**src/rtl/vram_arbiter.sv**
```systemverilog
// vram_arbiter: shares the 8-bit VRAM port between the Nick video fetcher and the Z80.
// Video owns two fixed fetch slots per 16-tick character period and always wins them.
// The CPU is held in wait until exactly one access has been made in a free slot.
// Ports:
//   clock, reset    system clock; asynchronous active-low reset
//   cepix           pixel clock enable, one slot per tick
//   hs              slot phase within the character period
//   vfetch          video fetch window active; when low every slot is free
//   va / vd         video address / video read data (= ram_q)
//   cpu_req/we/a/d  CPU request level, direction, address, write data
//   cpu_q           registered CPU read data
//   cpu_wait        CPU wait, high while a request is outstanding
//   ram_a/d/we/q    VRAM address, write data, write strobe, read data
module vram_arbiter #(
   parameter logic [3:0] VSLOT1 = 4'd4,
   parameter logic [3:0] VSLOT2 = 4'd9
) (
   input  logic        clock,
   input  logic        reset,
   input  logic        cepix,
   input  logic [3:0]  hs,
   input  logic        vfetch,
   input  logic [15:0] va,
   output logic [7:0]  vd,
   input  logic        cpu_req,
   input  logic        cpu_we,
   input  logic [15:0] cpu_a,
   input  logic [7:0]  cpu_d,
   output logic [7:0]  cpu_q,
   output logic        cpu_wait,
   output logic [15:0] ram_a,
   output logic [7:0]  ram_d,
   output logic        ram_we,
   input  logic [7:0]  ram_q
);
   typedef enum logic [1:0] {IDLE, PEND, DONE} state_t;
   state_t state, state_nx;
   logic        lwe;
   logic [15:0] la;
   logic [7:0]  ld;
   logic        vslot, grant, latch;
   assign vslot = vfetch && (hs == VSLOT1 || hs == VSLOT2);
   always_comb begin
      state_nx = state;
      grant = 1'b0;
      latch = 1'b0;
      if (cepix)
         case (state)
            IDLE: if (cpu_req) begin
               latch = 1'b1;
               state_nx = PEND;
            end
            PEND: if (!cpu_req) state_nx = IDLE;
               else if (!vslot) begin
                  grant = 1'b1;
                  state_nx = DONE;
               end
            DONE: if (!cpu_req) state_nx = IDLE;
            default: state_nx = IDLE;
         endcase
   end
   always_ff @(posedge clock or negedge reset)
      if (!reset) begin
         state <= IDLE;
         cpu_q <= 8'h00;
         lwe <= 1'b0;
         la <= 16'h0000;
         ld <= 8'h00;
      end else begin
         state <= state_nx;
         if (latch) begin
            lwe <= cpu_we;
            la <= cpu_a;
            ld <= cpu_d;
         end
         if (grant && !lwe) cpu_q <= ram_q;
      end
   // DONE drops wait so the CPU sees completion; the first request tick is always a wait state.
   assign cpu_wait = cpu_req && state != DONE;
   assign ram_a = (state == PEND && !vslot) ? la : va;
   assign ram_d = ld;
   assign ram_we = grant && lwe;
   assign vd = ram_q;
endmodule

```
**config.mk**
```make
export PLATFORM = sky130hd
export DESIGN_NAME = vram_arbiter
export DESIGN_NICKNAME = d
export VERILOG_FILES = /design/src/rtl/vram_arbiter.sv
export SDC_FILE = /design/constraint.sdc
export NUM_CORES = 1
export LEC_CHECK = 0
export BUFFER_PORTS_ARGS = -buffer_cell sky130_fd_sc_hd__buf_2
export CAP_MARGIN = 10
export CELL_PAD_IN_SITES_DETAIL_PLACEMENT = 0
export CELL_PAD_IN_SITES_GLOBAL_PLACEMENT = 1
export CORE_MARGIN = 4
export CORE_UTILIZATION = 30
export DETAILED_ROUTE_END_ITERATION = 10
export GPL_ROUTABILITY_DRIVEN = 0
export GPL_TIMING_DRIVEN = 1
export PLACE_DENSITY_LB_ADDON = 0.3
export RECOVER_POWER = 25
export SLEW_MARGIN = 40
export SYNTH_ARGS = -nofsm -noshare
export SYNTH_HDL_FRONTEND = slang
export SYNTH_SLANG_ARGS = --single-unit
```
**constraint.sdc**
```tcl
create_clock -name clock -period 3.6 [get_ports clock]
set_input_delay 1.08 -clock clock [delete_from_list [all_inputs] [get_ports clock]]
set_output_delay 1.08 -clock clock [all_outputs]
set_load 0.05 [all_outputs]
```
==> impl_metrics.csv <==
group,metric,value,unit
routing,via_per_inst,4.39,
pwr,p_total,1.76,mW
final_layout,antenna_cells,0,
yosys,syn-num-nets,172,
worst_setup_path,cp.arrival,2.36,ns
hold_path,whs_path_depth,1,
sta,slew-limit-headroom,-27.0,%
worst_setup_path,critPathCaptureType,"output port",
yosys,yosysWarnings,0,
yosys,synth-seq-cells,35,
sta,period_needed,3.44,ns
floorplan,initial_core_util,31.1,%
sta,setup_viol,0,
routing,drc,0,
worst_setup_path,crit_family,"buffers and inverters",
hold_path,hold_class,"flip-flop to flip-flop",
floorplan,row_count,27,
hold_path,worstHoldEndpoint,"cpu_q[2]",
worst_setup_path,crit_slowest_cell,"mux2_4",
worst_setup_path,crit_type,"input port to output port",
sta,fin_crit_sh,95.6,%
worst_setup_path,r2r_start,"state[1]",
worst_setup_path,cpMostUsedCell,"buf_2",
yosys,synthArstFlopShare,100,%
routing,post_drt_wl_per_cell,12.9,um
grt,gr-usage-all-layers,10.9,%
clock_network,cts_sinks,35,
pwr,vdd_drop_max,357,uV
routing,first_iter_violations,36,
grt,grt-ovfl-total,0,
routing,drt_wl_total,3660,um
worst_setup_path,rrSetupSlack,1.75,ns
grt,antenna_found_initial,0,
floorplan,fp.coreArea,0.00551,sq mm
worst_setup_path,cp_max_fo,16,
worst_setup_path,worst_setup_path_start_kind,"input port",
clock_network,cts.clk_slew.worst_paths,0.07,ns
yosys,ys_seq_area_share,51.2,%
yosys,synth_enable_flop_cells,0,
final_layout,fin_cells,284,
floorplan,io_pins,100,
yosys,syn_inst,114,
yosys,synth_top_area_share,51.2,%
grt,grt_pass1_vias,1328,
placed_design,hpwl,2890,um
final_layout,layout-drive-gt1-share,72.2,%
clock_network,cts_made_buffers,5,
grt,grt_pass1_wl,6210,um
run,drv_cap,1,
pwr,leakage,1.20,nW
clock_network,cts_max_level,2,
worst_setup_path,cp_cell_sequence,"buf_2 -> and3b_1 -> o21ai_4 -> nand3b_4 -> buf_12 -> mux2_4 -> buf_2",
yosys,post-synth-top-area-cell,"dfrtp_1",
grt,grt_start_max_net_pins,36,
final_layout,finish.net_count,269,
outcome,violations,"max-capacitance violations, max-slew violations",
worst_setup_path,r2r_cells,4,
clock_network,hold_buffers,0,
clock_network,clk_latency,0.27,ns
routing,vias,1246,
sta,rsz0062_at_grt,"no",
yosys,ys_types,24,
routing,ant_nets,0,
floorplan,die_width,83.5,um
sta,finalHoldViolCount,0,
sta,fmax,291,MHz
placed_design,io_buffers,99,
yosys,avgSynthCellArea,15.0,sq um
sta,setup_tns,0,ns
worst_setup_path,rr_endpoint,"la[7]",
outcome,status,"finished, violations left",
worst_setup_path,max_stage_delay,0.29,ns
sta,worst_pin_slew,1.91,ns
routing,dr.pass1.iters,4,
worst_setup_path,required,2.52,ns
pwr,power_density,755,mW/mm^2
yosys,synthesis.area,0.00171,sq mm
placed_design,dp_cells,275,
hold_path,min-delay-start,"cpu_q[2]",
worst_setup_path,cp_num_buf_inv,3,
final_layout,syn2layout_area_growth,35.9,%
yosys,ys_top_cells_by_area,"dfrtp_1, mux2_2, mux2_4",
floorplan,die_h,83.5,um
sta,skew,0.00230,ns
clock_network,cts_tree,"done",
yosys,ys.flop_type,"dfrtp_1",
floorplan,die_area,0.00698,sq mm
sta,report.final.slew_viol_count,36,
clock_network,clk_path_buf_depth,2,
clock_network,root_buffer,"clkbuf_8",
-- kinds of logic after synthesis --
family / count (synthesis) / share of synthesized area [%]
simple gates: 10 / 5.63
flops: 35 / 51.2
compound gates: 6 / 3.00
buf+inv: 14 / 5.77
mux: 49 / 34.4
-- layer usage --
layer	routed length [um]	global-route usage (%)
met1	1370	12.1
met5	0	0
met3	266	3.16
met2	1970	19.2
met4	53	4.82
-- synthesized netlist by cell type, types with 2 or more instances --
| cell type | number |
|---|---|
| dfrtp_1 | 35 |
| mux2_1 | 8 |
| inv_1 | 2 |
| mux2_4 | 10 |
| buf_4 | 10 |
| mux2_2 | 31 |
-- worst reg2reg max path, delay by kind of cell, from the launching register on --
kind | cells | cell delay, ns
simple gates | 2 | 0.62
flops | 1 | 0.42
mux | 1 | 0.36
buf+inv | 1 | 0.34
-- layout make-up --
cell class | count | area (sq um)
fillers | 564 | 3180
well taps | 72 | 90.1
clock buffers | 7 | 76.3
multi-input cells | 65 | 742
inverters | 2 | 7.51
flip-flops and latches | 35 | 876
repair buffers | 102 | 529
clock inverters | 1 | 5.00
-- flip-flops by register name, indices dropped and copies added (netlist names) --
| signal | count |
|---|---|
| la | 16 |
| cpu_q | 8 |
| ram_d | 8 |
| state | 2 |
| lwe | 1 |
-- through the flow --
step	util, %	area (sq um)	hold slack [ns]	worst slack (ns)
final	42.2	2330	0.489	0.158
after floorplan	-	1710	0.477	0.301
after detailed placement	40.3	2220	0.479	0.0731
after global routing	42.2	2330	0.515	0.107
after CTS	41.8	2300	0.495	0.0664
after global placement	40.3	2220	0.470	0.0852
-- power by group --
| group | switching (mW) | internal, mW | leakage (nW) |
|---|---|---|---|
| Clock | 0.128 | 0.136 | 0.0422 |
| Combinational | 0.583 | 0.288 | 0.740 |
| Sequential | 0.0775 | 0.543 | 0.416 |
-- cell usage in the layout, fill, tap and decap left out --
cell / synthesis / layout
inv_1: 2 / 2
nand2_1: 1 / 1
nand3b_4: 1 / 1
nor3b_2: 0 / 1
nor2b_1: 1 / 1
o21ai_0: 1 / 1
a21boi_0: 1 / 1
buf_2: 1 / 98
clkbuf_8: 0 / 5
o21ai_4: 1 / 1
mux2_1: 8 / 8
clkbuf_1: 0 / 3
buf_12: 0 / 1
buf_4: 10 / 2
nand4b_4: 1 / 1
dfrtp_1: 35 / 35
nand3b_1: 1 / 1
mux2_4: 10 / 10
nor2_1: 1 / 1
clkinv_2: 0 / 1
and3b_1: 1 / 1
and4_1: 1 / 1
a21oi_1: 1 / 1
a21o_1: 1 / 1
a32o_1: 1 / 1
mux2_2: 31 / 31
nor2_2: 1 / 1
-- worst max-delay path by stage --
stage	cells past startpoint	end	startpoint
floorplan	1	cpu_wait	cpu_req
global placement	6	ram_a[15]	hs[3]
detailed placement	6	ram_a[15]	hs[3]
CTS	6	ram_a[9]	hs[3]
global route	7	ram_a[4]	hs[3]
finish	7	ram_a[5]	hs[3]
-- repair_timing --
action / CTS / global route
setup endpoints to repair: 0 / 13
resized for setup: 0 / 1
setup buffers: 0 / 1
Note: power is estimated with default switching activity, not from simulation.
